--- config.mk ---
export PLATFORM = sky130hd
export DESIGN_NAME = nvm_spike_classifier
export DESIGN_NICKNAME = d
export VERILOG_FILES = /design/src/rtl/nvm_snn_pkg.sv /design/src/rtl/nvm_sat_counter.sv /design/src/rtl/nvm_spike_classifier.sv
export SDC_FILE = /design/constraint.sdc
export NUM_CORES = 1
export LEC_CHECK = 0
export CAP_MARGIN = 40
export CELL_PAD_IN_SITES_DETAIL_PLACEMENT = 1
export CELL_PAD_IN_SITES_GLOBAL_PLACEMENT = 2
export CORE_ASPECT_RATIO = 1.25
export CORE_MARGIN = 1
export CORE_UTILIZATION = 30
export CTS_CLUSTER_DIAMETER = 100
export DETAILED_ROUTE_END_ITERATION = 6
export PLACE_DENSITY_LB_ADDON = 0.08
export SYNTH_ARGS = -nofsm -noshare
export SYNTH_HDL_FRONTEND = slang
export SYNTH_SLANG_ARGS = --single-unit
--- constraint.sdc ---
create_clock -name clk -period 3.8 [get_ports clk]
set_input_delay 1.14 -clock clk [delete_from_list [all_inputs] [get_ports clk]]
set_output_delay 1.14 -clock clk [all_outputs]
set_load 0.005 [all_outputs]
--- src/rtl/nvm_snn_pkg.sv ---
// Shared types and default sizes for the NVM spiking-network readout blocks.
package nvm_snn_pkg;

  typedef enum logic [1:0] {
    ACCUM = 2'd0,
    SCAN  = 2'd1,
    HOLD  = 2'd2
  } cls_state_e;

  localparam int DEF_NUM_OF_MACRO = 4;
  localparam int DEF_NUM_CLASSES  = 11;
  localparam int DEF_CNT_W        = 8;
  localparam int DEF_GRP_W        = 2;
  localparam int DEF_CLS_W        = 4;

  // One extra bit so the carry out of count+1 flags saturation.
  localparam int SAT_INC_W = DEF_CNT_W + 1;

endpackage

--- src/rtl/nvm_sat_counter.sv ---
// One saturating up-counter with synchronous clear; clear wins over increment.
module nvm_sat_counter
  import nvm_snn_pkg::*;
#(
  parameter int W     = DEF_CNT_W,
  parameter int SUM_W = SAT_INC_W
) (
  input  logic         clk,
  input  logic         rst_n,
  input  logic         inc,
  input  logic         clr,
  output logic [W-1:0] count
);

  logic [SUM_W-1:0] sum;

  assign sum = SUM_W'(count) + SUM_W'(1);

  always_ff @(posedge clk or negedge rst_n) begin
    if (!rst_n) begin
      count <= '0;
    end else if (clr) begin
      count <= '0;
    end else if (inc && !sum[W]) begin
      count <= sum[W-1:0];
    end
  end

endmodule

--- src/rtl/nvm_spike_classifier.sv ---
// Per-picture spike counting per class, then a sequential argmax with a valid/ready result.
// Optional second-best tracking and result_margin output: define CLASSIFIER_MARGIN_EN.
module nvm_spike_classifier
  import nvm_snn_pkg::*;
#(
  parameter int NUM_OF_MACRO = DEF_NUM_OF_MACRO,
  parameter int NUM_CLASSES  = DEF_NUM_CLASSES,
  parameter int CNT_W        = DEF_CNT_W,
  parameter int GRP_W        = DEF_GRP_W,
  parameter int CLS_W        = DEF_CLS_W
) (
  input  logic                    clk,
  input  logic                    rst_n,
  input  logic [NUM_OF_MACRO-1:0] spike_i,
  input  logic                    spike_valid,
  input  logic [GRP_W-1:0]        group_idx,
  input  logic                    picture_done,
  output logic [CLS_W-1:0]        result_class,
  output logic [CNT_W-1:0]        result_count,
  output logic                    result_empty,
`ifdef CLASSIFIER_MARGIN_EN
  output logic [CNT_W-1:0]        result_margin,
`endif
  output logic                    result_valid,
  input  logic                    result_ready,
  output logic                    busy
);

  localparam int IDX_W = $clog2(NUM_CLASSES + 1);

  // Handshake: result fields are valid while result_valid is high and stay put
  // until the cycle result_valid & result_ready, after which result_valid drops.
  cls_state_e             state, state_next;
  logic [IDX_W-1:0]       scan_idx;
  logic [CLS_W-1:0]       best_idx;
  logic [CNT_W-1:0]       best_count;
  logic [CNT_W-1:0]       cur_count;
  logic [CNT_W-1:0]       count [NUM_CLASSES];
  logic [NUM_CLASSES-1:0] inc;
  logic                   accept;
  logic                   scan_last;
`ifdef CLASSIFIER_MARGIN_EN
  logic [CNT_W-1:0]       second_count;
`endif

  assign accept       = (state == HOLD) && result_ready;
  assign scan_last    = (scan_idx == IDX_W'(NUM_CLASSES));
  assign result_valid = (state == HOLD);
  assign busy         = (state != ACCUM);

  // Lane i of group g feeds class g*NUM_OF_MACRO+i; classes past the end have no counter.
  always_comb begin
    inc = '0;
    for (int c = 0; c < NUM_CLASSES; c++) begin
      inc[c] = (state == ACCUM) && spike_valid &&
               (group_idx == GRP_W'(c / NUM_OF_MACRO)) && spike_i[c % NUM_OF_MACRO];
    end
  end

  for (genvar c = 0; c < NUM_CLASSES; c++) begin : g_cnt
    nvm_sat_counter #(
      .W     (CNT_W),
      .SUM_W (CNT_W + 1)
    ) u_cnt (
      .clk   (clk),
      .rst_n (rst_n),
      .inc   (inc[c]),
      .clr   (accept),
      .count (count[c])
    );
  end

  always_comb begin
    cur_count = '0;
    for (int c = 0; c < NUM_CLASSES; c++) begin
      if (scan_idx == IDX_W'(c)) cur_count = count[c];
    end
  end

  always_ff @(posedge clk or negedge rst_n) begin
    if (!rst_n) state <= ACCUM;
    else        state <= state_next;
  end

  always_comb begin
    state_next = state;
    case (state)
      ACCUM:   if (picture_done) state_next = SCAN;
      SCAN:    if (scan_last)    state_next = HOLD;
      HOLD:    if (result_ready) state_next = ACCUM;
      default: state_next = ACCUM;
    endcase
  end

  // SCAN visits indices 0..NUM_CLASSES-1, then spends one more cycle latching the result.
  always_ff @(posedge clk or negedge rst_n) begin
    if (!rst_n) begin
      scan_idx     <= '0;
      best_idx     <= '0;
      best_count   <= '0;
      result_class <= '0;
      result_count <= '0;
      result_empty <= 1'b0;
`ifdef CLASSIFIER_MARGIN_EN
      second_count  <= '0;
      result_margin <= '0;
`endif
    end else begin
      case (state)
        ACCUM: begin
          if (picture_done) begin
            scan_idx   <= '0;
            best_idx   <= '0;
            best_count <= '0;
`ifdef CLASSIFIER_MARGIN_EN
            second_count <= '0;
`endif
          end
        end
        SCAN: begin
          if (scan_last) begin
            result_class <= (best_count == '0) ? '0 : best_idx;
            result_count <= best_count;
            result_empty <= (best_count == '0);
`ifdef CLASSIFIER_MARGIN_EN
            result_margin <= best_count - second_count;
`endif
          end else begin
            scan_idx <= scan_idx + IDX_W'(1);
            // Strict compare keeps the lowest index on ties.
            if (cur_count > best_count) begin
              best_idx   <= CLS_W'(scan_idx);
              best_count <= cur_count;
`ifdef CLASSIFIER_MARGIN_EN
              second_count <= best_count;
`endif
            end
`ifdef CLASSIFIER_MARGIN_EN
            else if (cur_count > second_count) begin
              second_count <= cur_count;
            end
`endif
          end
        end
        default: ;
      endcase
    end
  end

endmodule

==> flow_summary.toml <==
[run_status]
status = "finished clean"

[power]
switching_share = 0.388
power_leakage_uw = 0.00361
ir_drop_mv = 0.338
p_int_uw = 3830
p_sw_uw = 2430
cellPowerDensity_nw_per_um2 = 760
p_comb_frac = 0.409
p_total_uw = 6260
seqPwrFrac = 0.294
pwr-share-clk = 0.298

[timing]
finalCriticalPeriod_ns = 3.59
tightest_slew_ns = 0.703
skew_ns = 0.0134
relSlewSlack = 0.532
rsz0062_at_grt = "no"
maxClockFrequency_ghz = 0.279
drv_slew = 0
finalSetupViolations = 0
layout_worst_path_cycle_share = 0.945
finalHoldViolations = 0
tns_ns = 0

[logic_synthesis]
yosysSeqAreaShare = 0.437
ys_seq_elements = 119
ys_async_sr_fraction = 1.00
synthTopCellsByArea = "dfrtp_1 44%, nor2_1 5.9%, xor2_1 4.8%, xnor2_1 4.6%, ha_1 4.2%"
syn_nets = 778
ys.flop_type = "dfrtp_1"
synth_top_cell_by_area = "dfrtp_1"
synth.top_cells.by_count = "119 x dfrtp_1, 107 x nor2_1, 49 x nand2_1, 37 x a21oi_1, 37 x xor2_1"
yosys_warnings = 0
synthCells = 744
synth_edf_count = 0
synth.distinct_cells = 57
netlist_area_um2 = 6820
yosysTopAreaCellShare = 0.437
synth_area_per_cell_um2 = 9.17
yosysMostFrequentCell = "dfrtp_1"

[critical_path]
r2r_cells = 15
reg2reg_to = "best_count[7]"
worstSetupEndpointType = "flop"
worstSetupPathType = "flop to flop"
crit_start = "scan_idx[0]"
start_kind = "flop"
cp.required_ns = 4.10
regToRegSetupSlack_ns = 0.21
cp.arrival_ns = 3.88
crit-reg2reg-launch = "scan_idx[0]"
path_max_fanout = 36

[route]
wire_per_inst_um = 20.1
drt-total-wl_um = 21600
ant_nets = 0
drcViolationCount = 0
drt_iter0_markers = 206
vias_per_cell = 5.30
vias = 5708
firstDrtPassIters = 5

[floorplan]
io_pins = 26
die_h_um = 171
start_util = 0.306
fp.dieW_um = 137
dieArea_um2 = 23300
core_um2 = 22300
row_count = 61

[min_path]
hold_start = "result_count[6]"
whs_path_depth = 2
hold_path_class = "flop to flop"
hold_end = "result_count[6]"

[place]
hpwl_um = 16000
io_buffers = 25
place_inst = 1042
place.gp.congestion = 0.922

[final_layout]
final_cells = 1076
fin_nets = 814
diodes = 0
area_delta_synth_final_pct = 20.8
drive_gt1_frac = 0.108

[cts]
cts_num_sinks = 119
htreeDepth = 4
clockRootBuffer = "clkbuf_16"
path_clk_slew_ns = 0.06
clk_latency_ns = 0.43
cts_hold_buffers = 0
numCtsBuffers = 17
cts_tree = "yes"
cts_max_path_buffers = 2

[global_routing]
antenna_found_initial = 0
grt_pass1_vias = 6144
grt_max_degree = 89
gr-total-overflow = 0
grt_first_pass_wirelength_um = 35100
grt_util_all_layers = 0.202

[run]
maxCapViolations = 0
placed cells by master, fill, tap and decap left out, types with 4 or more instances in the layout:
cell type | synthesis | routed
dfrtp_1 | 119 | 118
nor2_1 | 107 | 107
nand2_1 | 49 | 49
xor2_1 | 37 | 37
xnor2_1 | 36 | 36
a21oi_1 | 37 | 35
nand3_1 | 33 | 33
inv_1 | 32 | 32
o21ai_0 | 32 | 30
nand4_1 | 27 | 27
buf_4 | 0 | 27
clkdlybuf4s50_1 | 0 | 24
ha_1 | 23 | 20
clkbuf_16 | 0 | 17
and3_1 | 17 | 16
mux2i_1 | 15 | 15
nor3_1 | 13 | 13
a22o_1 | 10 | 10
nor2b_1 | 10 | 10
a31oi_1 | 8 | 8
and2_1 | 8 | 8
and4_1 | 8 | 7
a221oi_1 | 8 | 7
a22oi_1 | 6 | 6
o22ai_1 | 7 | 6
or3_1 | 5 | 5
o2bb2ai_1 | 5 | 5
nand2b_1 | 5 | 5
a211oi_1 | 5 | 5
bufinv_16 | 0 | 5
a31oi_2 | 4 | 4
registers in the layout (all words and copies together) (netlist names):
signal and flops:
best_count 8, result_class 4, best_idx 4, g_cnt.u_cnt.count 88, state 2, scan_idx 4, result_empty 1, result_count 8
per-layer routing:
layer  vias to the layer above  part of all wire  GRT usage
met3                        40             0.026     0.0376
met2                        81              0.50      0.339
li1                       2716                 -          -
met5                         -                 0          0
met4                         0             0.037     0.0999
met1                      2871              0.44      0.247
how the worst max path moves through the flow:
stage | end | slack [ns] | cells past startpoint
after global placement | best_idx[1] | 0.11 | 14
final | best_count[7] | 0.21 | 15
after global routing | best_idx[3] | 0.01 | 16
after floorplan | best_count[1] | 0.23 | 17
after CTS | best_count[7] | 0.03 | 14
after detailed placement | best_idx[3] | 0.05 | 14
kinds of logic after synthesis:
logic type	count (synthesis)	synth area share
AO/OA/AOI/OAI	153	0.155
XOR/XNOR	73	0.0937
buffers and inverters	69	0.0409
AND/OR/NAND/NOR	292	0.210
flip-flops	119	0.437
multiplexers	15	0.0220
adder cells (fa/ha/maj)	23	0.0422
through the flow:
stage                     hold slack, ns  worst slack (ns)   util  area (um^2)
after CTS                          0.492            0.0307  0.367         8180
after global placement             0.463             0.108  0.337         7510
after floorplan                    0.473             0.227      -         6820
after detailed placement           0.480            0.0508  0.337         7510
after global routing               0.524            0.0125  0.370         8240
final                              0.479             0.211  0.370         8240
timing repair:
action | CTS | global route
setup buffers | 0 | 2
resized for setup | 0 | 14
hold endpoints to repair | 0 | 0
setup endpoints to repair | 0 | 12
power groups by stage:
| stage | clock [uW] | combinational (uW) | sequential, uW |
|---|---|---|---|
| 3_5_place_dp | 0 | 2490 | 1860 |
| 6_report | 1860 | 2560 | 1840 |
| 3_3_place_gp | 0 | 2430 | 1850 |
| 2_1_floorplan | 0 | 1740 | 1730 |
| 5_1_grt | 1970 | 2850 | 1880 |
| 4_1_cts | 1910 | 2500 | 1840 |
critical path: stages (launching register included):
cell,delay (ns)
dfrtp_2,0.45
inv_1,0.12
ha_1,0.21
buf_12,0.21
and2_1,0.30
nor2_1,0.10
a22oi_1,0.25
o21ai_2,0.12
ha_1,0.19
or4_1,0.53
a221oi_2,0.18
o21ai_1,0.09
and4_2,0.26
buf_4,0.18
mux2i_1,0.16
o2bb2ai_1,0.10
final cells by class:
class	count	area, um^2
fill	2517	14000
multi-input combinational	556	3610
sequential	119	2980
timing repair buffer	54	503
clock buffer	19	453
tap	283	354
clock inverter	13	216
inverter	32	120
No activity file was read; power rests on OpenSTA's default activity.
